`src/rtl/uart_pkg.sv`:
```
// Shared encodings and frame constants for the operand UART link.
package uart_pkg;

  typedef enum logic [1:0] {
    ST_IDLE  = 2'd0,
    ST_START = 2'd1,
    ST_DATA  = 2'd2,
    ST_STOP  = 2'd3
  } uart_state_e;

  localparam int DATA_BITS  = 8;
  localparam int FRAME_BITS = 10;

endpackage

```
`src/rtl/uart_rx_byte.sv`:
```
// 8N1 receiver: synchronizes the RX line and strobes o_byte_valid for one
// cycle when a byte with a good stop bit has been assembled in o_rx_data.
module uart_rx_byte
  import uart_pkg::*;
#(
  parameter int CLKS_PER_BIT = 5208
) (
  input  logic                 clk,
  input  logic                 reset_n,
  input  logic                 i_din,
  output logic                 o_byte_valid,
  output logic [DATA_BITS-1:0] o_rx_data
);

  localparam int CW = (CLKS_PER_BIT > 1) ? $clog2(CLKS_PER_BIT) : 1;
  localparam int BW = $clog2(DATA_BITS);
  localparam logic [CW-1:0] CNT_LAST = CW'(CLKS_PER_BIT - 1);
  localparam logic [CW-1:0] CNT_HALF = CW'(CLKS_PER_BIT / 2 - 1);
  localparam logic [BW-1:0] BIT_LAST = BW'(DATA_BITS - 1);

  logic                 r_din_s1;
  logic                 r_din_s2;
  uart_state_e          r_state;
  logic [CW-1:0]        r_cnt;
  logic [BW-1:0]        r_bit;
  logic                 r_valid;
  logic [DATA_BITS-1:0] r_shift;
  logic                 w_bit_tick;

  assign w_bit_tick = (r_cnt == CNT_LAST);

  always_ff @(posedge clk or negedge reset_n) begin
    if (!reset_n) begin
      r_din_s1 <= 1'b1;
      r_din_s2 <= 1'b1;
      r_state  <= ST_IDLE;
      r_cnt    <= '0;
      r_bit    <= '0;
      r_valid  <= 1'b0;
    end else begin
      r_din_s1 <= i_din;
      r_din_s2 <= r_din_s1;
      r_valid  <= 1'b0;
      case (r_state)
        ST_IDLE: begin
          r_cnt <= '0;
          r_bit <= '0;
          if (!r_din_s2) r_state <= ST_START;
        end
        // Re-check at mid start bit so short low pulses are rejected.
        ST_START: begin
          if (r_cnt == CNT_HALF) begin
            r_cnt   <= '0;
            r_state <= r_din_s2 ? ST_IDLE : ST_DATA;
          end else begin
            r_cnt <= r_cnt + 1'b1;
          end
        end
        ST_DATA: begin
          if (w_bit_tick) begin
            r_cnt <= '0;
            if (r_bit == BIT_LAST) r_state <= ST_STOP;
            else                   r_bit   <= r_bit + 1'b1;
          end else begin
            r_cnt <= r_cnt + 1'b1;
          end
        end
        ST_STOP: begin
          if (w_bit_tick) begin
            r_cnt   <= '0;
            r_state <= ST_IDLE;
            r_valid <= r_din_s2;
          end else begin
            r_cnt <= r_cnt + 1'b1;
          end
        end
        default: r_state <= ST_IDLE;
      endcase
    end
  end

  always_ff @(posedge clk) begin
    if (r_state == ST_DATA && w_bit_tick)
      r_shift <= {r_din_s2, r_shift[DATA_BITS-1:1]};
  end

  assign o_byte_valid = r_valid;
  assign o_rx_data    = r_shift;

endmodule

```
`src/rtl/uart_operand_link.sv`:
```
// Operand link: pairs received bytes into a/b with a ready flag, and sends
// the result byte as one 8N1 frame on each accepted tx_en rising edge.
module uart_operand_link
  import uart_pkg::*;
#(
  parameter int CLKS_PER_BIT = 5208
) (
  input  logic       clk,
  input  logic       reset_n,
  input  logic       din,
  output logic       dout,
  output logic [7:0] a,
  output logic [7:0] b,
  output logic       ready,
  input  logic [7:0] result,
  input  logic       tx_en,
  output logic       tx_busy
);

  localparam int CW = (CLKS_PER_BIT > 1) ? $clog2(CLKS_PER_BIT) : 1;
  localparam int BW = $clog2(DATA_BITS);
  localparam logic [CW-1:0] CNT_LAST = CW'(CLKS_PER_BIT - 1);
  localparam logic [BW-1:0] BIT_LAST = BW'(DATA_BITS - 1);

  logic                 w_byte_valid;
  logic [DATA_BITS-1:0] w_rx_data;

  logic [7:0]           r_a;
  logic [7:0]           r_b;
  logic                 r_ready;
  logic                 r_byte_sel;

  logic                 r_tx_en_d;
  uart_state_e          r_tx_state;
  logic [CW-1:0]        r_tx_cnt;
  logic [BW-1:0]        r_tx_bit;
  logic                 r_dout;
  logic                 r_tx_busy;
  logic [DATA_BITS-1:0] r_tx_shift;
  logic                 w_tx_start;
  logic                 w_tx_tick;

  uart_rx_byte #(
    .CLKS_PER_BIT (CLKS_PER_BIT)
  ) u_rx (
    .clk          (clk),
    .reset_n      (reset_n),
    .i_din        (din),
    .o_byte_valid (w_byte_valid),
    .o_rx_data    (w_rx_data)
  );

  // Operand sequencing: framing errors never reach here, so byte_sel holds.
  always_ff @(posedge clk or negedge reset_n) begin
    if (!reset_n) begin
      r_a        <= '0;
      r_b        <= '0;
      r_ready    <= 1'b0;
      r_byte_sel <= 1'b0;
    end else if (w_byte_valid) begin
      if (!r_byte_sel) begin
        r_a        <= w_rx_data;
        r_ready    <= 1'b0;
        r_byte_sel <= 1'b1;
      end else begin
        r_b        <= w_rx_data;
        r_ready    <= 1'b1;
        r_byte_sel <= 1'b0;
      end
    end
  end

  // Edges arriving while a frame is in flight are dropped, not queued.
  assign w_tx_start = tx_en && !r_tx_en_d && (r_tx_state == ST_IDLE);
  assign w_tx_tick  = (r_tx_cnt == CNT_LAST);

  always_ff @(posedge clk or negedge reset_n) begin
    if (!reset_n) begin
      r_tx_en_d  <= 1'b0;
      r_tx_state <= ST_IDLE;
      r_tx_cnt   <= '0;
      r_tx_bit   <= '0;
      r_dout     <= 1'b1;
      r_tx_busy  <= 1'b0;
    end else begin
      r_tx_en_d <= tx_en;
      case (r_tx_state)
        ST_IDLE: begin
          r_tx_cnt <= '0;
          r_tx_bit <= '0;
          if (w_tx_start) begin
            r_tx_state <= ST_START;
            r_dout     <= 1'b0;
            r_tx_busy  <= 1'b1;
          end
        end
        ST_START: begin
          if (w_tx_tick) begin
            r_tx_cnt   <= '0;
            r_tx_state <= ST_DATA;
            r_dout     <= r_tx_shift[0];
          end else begin
            r_tx_cnt <= r_tx_cnt + 1'b1;
          end
        end
        ST_DATA: begin
          if (w_tx_tick) begin
            r_tx_cnt <= '0;
            if (r_tx_bit == BIT_LAST) begin
              r_tx_state <= ST_STOP;
              r_dout     <= 1'b1;
            end else begin
              r_tx_bit <= r_tx_bit + 1'b1;
              r_dout   <= r_tx_shift[1];
            end
          end else begin
            r_tx_cnt <= r_tx_cnt + 1'b1;
          end
        end
        ST_STOP: begin
          if (w_tx_tick) begin
            r_tx_cnt   <= '0;
            r_tx_state <= ST_IDLE;
            r_tx_busy  <= 1'b0;
          end else begin
            r_tx_cnt <= r_tx_cnt + 1'b1;
          end
        end
        default: r_tx_state <= ST_IDLE;
      endcase
    end
  end

  // The shift register moves in lockstep with r_dout picking up bit [1].
  always_ff @(posedge clk) begin
    if (w_tx_start)
      r_tx_shift <= result;
    else if (r_tx_state == ST_DATA && w_tx_tick)
      r_tx_shift <= {1'b0, r_tx_shift[DATA_BITS-1:1]};
  end

  assign a       = r_a;
  assign b       = r_b;
  assign ready   = r_ready;
  assign dout    = r_dout;
  assign tx_busy = r_tx_busy;

endmodule

```
`config.mk`:
```
export PLATFORM = sky130hd
export DESIGN_NAME = uart_operand_link
export DESIGN_NICKNAME = d
export VERILOG_FILES = /design/src/rtl/uart_pkg.sv /design/src/rtl/uart_rx_byte.sv /design/src/rtl/uart_operand_link.sv
export SDC_FILE = /design/constraint.sdc
export NUM_CORES = 1
export LEC_CHECK = 0
export BUFFER_PORTS_ARGS = -buffer_cell sky130_fd_sc_hd__buf_2
export CORE_UTILIZATION = 45
export DETAILED_ROUTE_END_ITERATION = 10
export PLACE_DENSITY = 0.65
export SYNTH_ARGS = -nofsm -noshare
export SYNTH_HDL_FRONTEND = slang
export SYNTH_SLANG_ARGS = --single-unit
```
`constraint.sdc`:
```
create_clock -name clk -period 2.8 [get_ports clk]
set_clock_uncertainty 0.05 [all_clocks]
set_input_delay 0.56 -clock clk [delete_from_list [all_inputs] [get_ports clk]]
set_output_delay 0.56 -clock clk [all_outputs]
set_load 0.005 [all_outputs]
```
# Word level (Yosys, flattened, before mapping)
# Cells that the tools add are included.
[word_totals] reg_bits=76 latchBits=0 ram_bits=0 mem_bits_ro=0 n_memories=0
[classes] n_addsub=4 mul=0 div=0 order_cmp=0 n_eq_ne=23 shifts=0 muxes=38 n_bitwise=1 reduce_logical=22
[ops] operator="13-bit 2-to-1 mux" n=3
[ops] operator="13-bit case mux with 3 select lines" n=1
[ops] operator="13-bit by 1-bit adder with 13-bit output (second input constant)" n=2
[ops] operator="13-bit == test (second input constant)" n=2
[ops] operator="13-bit case mux with 2 select lines" n=1
[ops] operator="2-bit 2-to-1 mux" n=11
[ops] operator="8-bit 2-to-1 mux" n=2
[ops] operator="2-bit != test (second input constant)" n=8
[ops] operator="2-bit case mux with 4 select lines" n=2
[ops] operator="13-bit by 12-bit == test with 1-bit output (second input constant)" n=1
[ops] operator="3-bit 2-to-1 mux" n=4
[ops] operator="3-bit case mux with 2 select lines" n=2
[ops] operator="1-bit 2-to-1 mux" n=10
[ops] operator="5-bit AND reduction" n=2
[ops] operator="3-bit AND reduction" n=3
[ops] operator="2-bit == test (second input constant)" n=4
[ops] operator="2-bit by 1-bit != test with 1-bit output (second input constant)" n=4
[ops] operator="2-bit nonzero test" n=4
[ops] operator="3-bit by 1-bit adder with 3-bit output (second input constant)" n=2
[ops] operator="3-bit == test (second input constant)" n=2
[ops] operator="2-bit by 1-bit == test with 1-bit output (second input constant)" n=2
[ops] operator="1-bit logical AND" n=4
[ops] operator="2-bit zero test" n=2
[ops] operator="2-bit AND reduction" n=2
[ops] operator="other kinds (8)" n=8

# Logic depth before layout (Yosys ltp)
# Gate-level depths: netlist (run 1).
[logic_depth] ltp_word=5 depth_mapped=7

# By module
# A second synthesis (run 1) with hierarchy kept.
[hier_totals] hier_cells=295 area_unflattened_um2=3515.9
[modules_own_cells] mod="uart_operand_link" instances=1 cells_per_inst=179 area_each_um2=2182.1 seq_area_each_um2=1217.4
[modules_own_cells] mod="uart_rx_byte" instances=1 cells_per_inst=116 area_each_um2=1333.8 seq_area_each_um2=768.2

# Least setup slack after synthesis (run 1)
# Ideal clock, no wire load.
[synth_path] kind="register to register" startpoint="register u_rx.r_cnt[0]" endpoint="register u_rx.r_shift[0], in the netlist u_rx.o_rx_data[0] (enable)" setup_ns=0.370 arrival_ns=1.684 t_required_ns=2.380 setup_slack_ns=0.696 stages_incl_launch_ff=6 n_path_buf=0 period_less_slack_ns=2.104 cell_sequence="dfrtp_1 -> ha_1 -> nand4bb_1 -> nor4_2 -> nand2_1 -> nor2_1"
[synth_between] elab_chain_len=2
[synth_lines] item="from (decl)" line_no="uart_rx_byte.sv:24" source="logic [CW-1:0] r_cnt;"
[synth_lines] item="from (signal assigned)" line_no="uart_rx_byte.sv:56" source="r_cnt <= r_cnt + 1'b1;"
[synth_lines] item="from (signal assigned)" line_no="uart_rx_byte.sv:65" source="r_cnt <= r_cnt + 1'b1;"
[synth_lines] item="from (signal assigned)" line_no="uart_rx_byte.sv:74" source="r_cnt <= r_cnt + 1'b1;"
[synth_lines] item="13-bit == test" line_no="uart_rx_byte.sv:30" source="assign w_bit_tick = (r_cnt == CNT_LAST);"
[synth_lines] item="1-bit logical AND" line_no="uart_rx_byte.sv:83" source="if (r_state == ST_DATA && w_bit_tick)"
[synth_lines] item="to (signal assigned)" line_no="uart_rx_byte.sv:84" source="r_shift <= {r_din_s2, r_shift[DATA_BITS-1:1]};"
[synth_lines] item="to (decl)" line_no="uart_rx_byte.sv:27" source="logic [DATA_BITS-1:0] r_shift;"
# No other way between the ends.
# A chain may end at the register's enable or synchronous reset.

# Worst setup path in the final report (run 1)
[layout_path] startpoint="register r_tx_cnt[7]" endpoint="register r_tx_bit[2]"
[layout_between] elab_chain_len=3
[layout_lines] item="from (decl)" line_no="uart_operand_link.sv:35" source="logic [CW-1:0] r_tx_cnt;"
[layout_lines] item="from (signal assigned)" line_no="uart_operand_link.sv:103" source="r_tx_cnt <= r_tx_cnt + 1'b1;"
[layout_lines] item="from (signal assigned)" line_no="uart_operand_link.sv:117" source="r_tx_cnt <= r_tx_cnt + 1'b1;"
[layout_lines] item="from (signal assigned)" line_no="uart_operand_link.sv:126" source="r_tx_cnt <= r_tx_cnt + 1'b1;"
[layout_lines] item="13-bit == test" line_no="uart_operand_link.sv:75" source="assign w_tx_tick = (r_tx_cnt == CNT_LAST);"
[layout_lines] item="2-bit != test (no source line)"
[layout_lines] item="3-bit AND reduction (no source line)"
[layout_lines] item="to (signal assigned)" line_no="uart_operand_link.sv:113" source="r_tx_bit <= r_tx_bit + 1'b1;"
[layout_lines] item="to (decl)" line_no="uart_operand_link.sv:36" source="logic [BW-1:0] r_tx_bit;"
# No other way between the ends.

==> run summary, run 1 <==
The run finished with clean final reports. For this design the static power due to leakage is 1.77 nW. The clock insertion delay at the later pin of the skew report came out at around 350 ps. The largest fanout on the critical path is 4. The count of H-tree levels built during CTS is 3.

The layout has 644 filler cells. The sum of net half-perimeters after detailed placement is 4.15 mm. Clock-pin slew was measured on the worst setup and hold paths at 80 ps. The required time of the critical path came out at 2990 ps. The final count of hold timing violations came out at 0.

The max-slew violation total from the final report is 0. The buffers inserted during post-CTS setup optimization came out at 0. The netlist area before placement came out at 0.00352 mm². The number of clock buffers added by TritonCTS is 9. The achievable clock frequency came out at 458 MHz.

STA classifies the critical path startpoint as a register. In the routed design, unresolved DRC markers number 0. Max-cap violations in this run came to 0. 31 I/O pins were placed. The die extent in y is a little over 90 µm.

The via total after detailed routing is 2,255. The worst slew margin relative to its limit came out at 0.467. The number of antenna cells inserted came out at 0. The buffer cell driving the clock tree root is clkbuf_8.

The cell count after synthesis came out at just under 300. The number of global-route vias before repair came out at about 2.3k. The layout cell share with drive strength beyond 1 came out at 0.262. Of all flip-flops after synthesis, the portion carrying an async set or reset was 0.789. The row count came out at 31.

The congestion estimate from routability-driven global placement came to approximately 0.84. The maximum VDD drop is roughly 0.26 mV. Setup repair after global routing left no endpoint under its margin. The sum of negative setup slack is 0 ps.

The power consumption is 0.00225 W. The routed length on met1 is 2.88 mm. The number of enable-type register cells in the synthesized netlist came out at 16. The number of unique standard cell types used by synthesis came out at 43. The area taken by flip-flops and latches is 0.00199 mm². In the final routed layout, each cell accounts on average for 13.7 µm.

The number of buffers on the longest clock path is 2. The via density per instance is 5.23. The width of the die came out at slightly above 90 µm. The pin count of the biggest net entering global routing came out at 33. Setup violations remaining at the end of the flow were counted as 0.

The area of the multi-input gates came out at between 0.001 and 0.0015 mm². By startpoint and endpoint, the worst setup path is classified as reg -> reg. In the detailed route, the total length drawn on met3 is 161 µm. The number of antenna-violating nets in the routed design is 0. The TritonCTS clock tree is done. The highest metal layer carrying signal wires in the routed design is met4. The wire length of the first global-routing pass is 10.8 mm. The arrival time of data at the critical path endpoint came out at 2370 ps.

The full die area is 0.00818 mm². The sum of met2 wire segment lengths after detailed routing is 2.78 mm. The DRC violation total after the first TritonRoute iteration is 87. The number of antenna violations at the first check in global routing is 0. For this run, the number of Yosys warnings is 0. The count of instances resized after the clock tree is built is 0. The synthesized design contains 76 register bits. The total of hold buffers inserted after clock tree synthesis came out at 0. The path class of the tightest hold or removal check is in -> async. The final net count is 350.

The length of the first detailed-routing pass in iterations came out at 4. The signed area change from the synthesized netlist to the final layout is 14.9%. For this run, the register share of the synthesized area comes to 0.564. For this design the ratio of total power to cell area is 556 mW/mm². The average cell area after synthesis came out at 12.0 µm².

The TritonCTS sink count is 76. The measured slew at the worst slew-check pin came out at 798 ps. The synthesized net count came out at 317. The final cell count without fillers came out at 431. The wire length after detailed routing is 5.92 mm. The combined global-route utilization of all metal layers is 0.166. The area inside the core boundary is 0.00741 mm². The total congestion overflow came out at 0. The share of synthesized area in the top cell type comes to 0.405. The part of the cycle the worst path needs came out at 0.779. dfrtp_1 takes more of the synthesized area than any other cell. STA classifies the critical path endpoint as a register.

For this run, the leading register cell type out of synthesis is dfrtp_1. The number of buffers added on ports is 30. After synthesis, the cell types taking the most area are dfrtp_1 (41%), edfxtp_1 (14%), mux2_2 (8.3%), ha_1 (3.9%), nor2_1 (3.7%).

The effective utilization at floorplan is 0.475. The routed design could run at a clock period as short as 2180 ps. The placed instance count came out at 415.
-- worst max-delay path, stage by stage (launching register included) --
cell	delay, ps
dfrtp_1	410
or4b_4	570
nor4_2	470
mux2_2	400
a22o_1	180
-- layout make-up --
cell class / count / share of cell area
Sequential cell: 76 / 0.491
Tap cell: 99 / 0.0306
Multi-Input combinational cell: 195 / 0.357
Timing Repair Buffer: 32 / 0.0439
Clock buffer: 10 / 0.0315
Inverter: 13 / 0.0121
Clock inverter: 6 / 0.0337
-- flip-flops by register name (all words and copies together), names as in the netlist, 2 cells and up, named ones only --
name            cells
u_rx.r_cnt         13
u_rx.o_rx_data      8
r_tx_state          2
r_tx_shift          8
a                   8
r_tx_cnt           13
b                   8
u_rx.r_bit          3
r_tx_bit            3
-- cell usage in the layout (no fill, tap or decap), types with 3 or more instances in the layout --
master	n
nand2_1	20
inv_1	13
nand4_1	5
nand3_1	10
buf_2	30
nor3_1	4
edfxtp_1	16
o21ai_0	6
or3_1	3
nand4bb_1	4
nor4_2	3
dfrtp_1	57
clkbuf_8	9
mux2_2	26
mux2i_1	3
bufinv_16	4
xnor2_1	15
a31oi_1	3
nand4b_1	4
nor2_1	35
ha_1	11
nor2b_1	5
xor2_1	8
dfstp_2	3
nor4_1	7
-- stage by stage --
step	area [µm²]	setup WS [ps]	hold WS, ps	util
floorplan	3520	696	214	-
global placement	3780	659	296	0.510
detailed placement	3780	619	301	0.510
CTS	4050	620	213	0.546
global route	4050	482	221	0.546
finish	4050	618	197	0.546
-- power by group --
group / internal (W) / leakage [nW] / total [W] / switching, W
combinational: 0.00000889 / 0.734 / 0.0000284 / 0.0000195
clock: 0.000684 / 0.127 / 0.00109 / 0.000407
sequential: 0.00113 / 0.909 / 0.00113 / 0.00000137
total: 0.00182 / 1.77 / 0.00225 / 0.000428
-- logic make-up (layout without fill, tap and decap cells) --
kind of cell,after synthesis,after routing,share of synthesized area
mux,30,30,0.0949
buf+inv,23,61,0.0256
fa+ha+maj,11,11,0.0391
compound gates,21,21,0.0458
flops,76,76,0.564
xor+xnor,23,23,0.0572
simple gates,110,110,0.173
-- cells in the mapped netlist, types with 2 or more instances --
| master | n |
|---|---|
| dfrtp_1 | 57 |
| nor2_1 | 35 |
| mux2_2 | 26 |
| nand2_1 | 20 |
| edfxtp_1 | 16 |
| xnor2_1 | 15 |
| inv_1 | 13 |
| ha_1 | 11 |
| nand3_1 | 10 |
| clkbuf_1 | 9 |
| xor2_1 | 8 |
| nor4_1 | 7 |
| o21ai_0 | 6 |
| nand4_1 | 5 |
| nor2b_1 | 5 |
| nand4b_1 | 4 |
| nand4bb_1 | 4 |
| nor3_1 | 4 |
| a31oi_1 | 3 |
| dfstp_2 | 3 |
| mux2i_1 | 3 |
| nor4_2 | 3 |
| or3_1 | 3 |
| a21oi_1 | 2 |
| a22o_1 | 2 |
| o211ai_1 | 2 |
| or2_2 | 2 |
-- final timing paths --
path                       slack, ps          start  cells past startpoint       endpoint
setup / recovery                 620    r_tx_cnt[7]                      4    r_tx_bit[2]
hold / removal                   200        reset_n                      1        tx_busy
setup reg to reg                 620    r_tx_cnt[7]                      4    r_tx_bit[2]
hold reg to reg                  310  u_rx.r_din_s1                      0  u_rx.r_din_s2
max in group asynchronous       1820        reset_n                      2  u_rx.r_din_s2
min in group clk                 250            din                      1  u_rx.r_din_s1
-- metal layers --
| layer | GRT usage | vias up |
|---|---|---|
| li1 | - | 1107 |
| met1 | 0.216 | 1112 |
| met5 | 0 | - |
| met3 | 0.0438 | 10 |
| met4 | 0.0699 | 0 |
| met2 | 0.263 | 26 |
Note: power is estimated with default switching activity, not from simulation.
==> run 2, diff against run 1 <==
PLACE_DENSITY = 0.67   (was 0.65)
clock period = 1.9 ns   (was 2.8 ns; I/O delays follow)
==> run 2 against run 1 <==
Against the previous run:
- the run now ends with negative setup slack left
- sequential share of layout area down 4.7 points
- routed wire length up 7.7%
- clock power up 22%
- register-to-register slack worse by 760 ps
- flip-flop and latch count unchanged
- final cell count up 11%
- final area up 11%
- via count up 8.3%
- power up 35%
- critical path depth unchanged
- global-route usage up 0.86 points
- largest power group unchanged
- highest routed layer unchanged
==> run summary, run 2 (synthesis results as in run 1) <==
The area taken by flip-flops and latches is 0.00199 mm² (unchanged). The TritonCTS clock tree is done (unchanged). The least setup slack across all paths after layout came out at -142 ps (was 618 ps). The number of global-route vias before repair is 2,492 (was 2,319). The row count came out at 31 (unchanged). The max-slew violation total from the final report came out at 0 (unchanged). The pin count of the biggest net entering global routing is 30 (was 33). The final weighted congestion in routability-driven placement came out at 0.827 (was 0.837). The count of H-tree levels built during CTS came out at 3 (unchanged). The layout cell share with drive strength beyond 1 came out at 0.373 (was 0.262). The signed area change from the synthesized netlist to the final layout is 27.1% (was 14.9%). The final reports fail on negative setup slack. The nature of the critical path startpoint is a register (unchanged). The sum of net half-perimeters after detailed placement came out at 4.61 mm (was 4.15 mm). The worst hold margin came to 73.1 ps (was 197 ps).

The commonest non-fill, non-tap cell in the layout is dfrtp_1 (unchanged). The power consumption came out at 0.00305 W (was 0.00225 W). The width of the die is 90.5 µm (unchanged). The kind of capture point of the worst setup path is a register (unchanged).

The number of fill cells came out at 600 (was 644). The number of antenna violations at the first check in global routing came out at 0 (unchanged). The total congestion overflow came out at 0 (unchanged). The final setup violation count is 12 (was 0). The number of buffers added on ports came out at 30 (unchanged). The wire length after detailed routing came out at 6.38 mm (was 5.92 mm).

The power density of the placed cells came out at 680 mW/mm² (was 556 mW/mm²). The final cell utilization of the core is 0.604 (was 0.546). The detailed-route wire length per cell came out at 13.4 µm (was 13.7 µm). The DRC violation total after the first TritonRoute iteration is 100 (was 87). The largest fanout on the critical path is 2 (was 4). The setup slack at placement came out at -189 ps (was 619 ps). The startpoint of the lowest-slack register-to-register path is r_tx_cnt[3] (was r_tx_cnt[7]). The full die area is 0.00818 mm² (unchanged). The number of CTS-inserted buffers came out at 9 (unchanged). The area inside the core boundary came out at 0.00741 mm² (unchanged). The TritonCTS sink count came out at 76 (unchanged).

The clock insertion delay at the later pin of the skew report is 350 ps (about the same). The area of the multi-input gates is 0.00155 mm² (was 0.00145 mm²). The achievable clock frequency came out at 490 MHz (was 458 MHz).

The number of maximum-capacitance constraint violations came out at 0 (unchanged). The capturing instance or port of the critical path is r_tx_state[1] (was r_tx_bit[2]). The die extent in y was 90.5 µm (unchanged). The number of remaining DRC errors came out at 0 (unchanged). The required time of the critical path came out at 2090 ps (was 2990 ps). The depth of the worst register-to-register path came out at 4 (unchanged). The via total after detailed routing came out at 2,443 (was 2,255).

The arrival time of data at the critical path endpoint was 2230 ps (was 2370 ps). The measured slew at the worst slew-check pin came to 438 ps (was 798 ps). Most frequent cells in the layout: dfrtp_1 (57), buf_4 (43), nor2_1 (34), buf_2 (30), mux2_2 (24) (was dfrtp_1 (57), nor2_1 (35), buf_2 (30), mux2_2 (26), nand2_1 (20)). The wire length of the first global-routing pass is 11.2 mm (was 10.8 mm). The part of the cycle the worst path needs is 1.07 (was 0.779). The number of antenna-violating nets in the routed design came out at 0 (unchanged). The sum of negative setup slack came out at -1060 ps (was 0 ps).

The final critical-path required period is 2040 ps (was 2180 ps). The combined global-route utilization of all metal layers came out at 0.175 (was 0.166). The number of buffers on the longest clock path was 2 (unchanged). The effective utilization at floorplan is 0.475 (unchanged). The static power due to leakage came out at 2.02 nW (was 1.77 nW). The final count of hold timing violations came out at 0 (unchanged). The source of the worst hold timing path is din. The length of the first detailed-routing pass in iterations is 4 (unchanged). The maximum VDD drop came out at 0.397 mV (was 0.258 mV). The start-to-end type of the worst setup path is reg -> reg (unchanged). The reg-to-reg endpoint is r_tx_state[1] (was r_tx_bit[2]).

The source of the critical timing path is r_tx_cnt[3] (was r_tx_cnt[7]). The type of the worst min-delay path is in -> reg (was in -> async). The worst slew margin relative to its limit came out at 0.708 (was 0.467).

The clock transition time at the flip-flop clock pins of the worst setup and hold paths is 80 ps (about the same). The number of top-level pins came out at 31 (unchanged). Registers with the most flip-flops: r_tx_cnt: 13 flops, u_rx.r_cnt: 13 flops (unchanged).

The final net count came out at 396 (was 350). RSZ-0062 raised after global routing: true (was false). The number of antenna cells inserted was 0 (unchanged).

The buffer cell driving the clock tree root is clkbuf_8 (unchanged). Outcome: finished, violations left (was complete, no violations). The via density per instance came out at 5.12 (was 5.23). The worst-case register-to-register setup slack came out at -140 ps (was 620 ps).
[run 2: repair_timing]
item,in CTS,in global routing
setup endpoints to repair,4,40
setup buffers,2,3
gates resized for setup,5,9
pin swaps,2,9
hold endpoints to repair,10,0
hold buffers,1,0
[run 2: how the worst min path moves through the flow]
stage / end / slack, ps / cells past startpoint
finish: u_rx.r_din_s1 / 70 / 1
CTS: u_rx.r_din_s1 / 60 / 1
global placement: u_rx.r_cnt[11] / 250 / 1
floorplan: asynchronous set/reset pin / 30 / 0
global route: u_rx.r_din_s1 / 50 / 1
detailed placement: u_rx.r_cnt[1] / 250 / 1
[run 2: stage by stage]
stage	std cells	area, µm²
after floorplan	294	3550
after global placement	455	4140
after detailed placement	455	4140
after CTS	474	4400
after global routing	477	4480
final	477	4480
[run 2: per-layer routing]
metal | part of all wire | track usage
met5 | 0 | 0
met4 | 0.021 | 0.0927
met3 | 0.027 | 0.0396
met2 | 0.51 | 0.291
met1 | 0.45 | 0.211
[run 2: where the power goes]
part / internal (W) / switching [W] / total, W
sequential: 0.00166 / 0.00000172 / 0.00166
clock: 0.000742 / 0.000592 / 0.00133
combinational: 0.0000171 / 0.0000287 / 0.0000458
total: 0.00242 / 0.000623 / 0.00305
[run 2: critical path, cell delays in order, from the launching register on]
cell and delay (ps):
dfrtp_1 380, or4b_4 540, or3_4 360, a221oi_4 280, mux2_4 320
[run 2: cell type report]
class,count,share of cell area
clock buffers,10,0.0285
clock inverters,6,0.0196
inverters,13,0.0109
multi-input cells,195,0.346
flip-flops and latches,76,0.444
well taps,99,0.0277
repair buffers,78,0.124
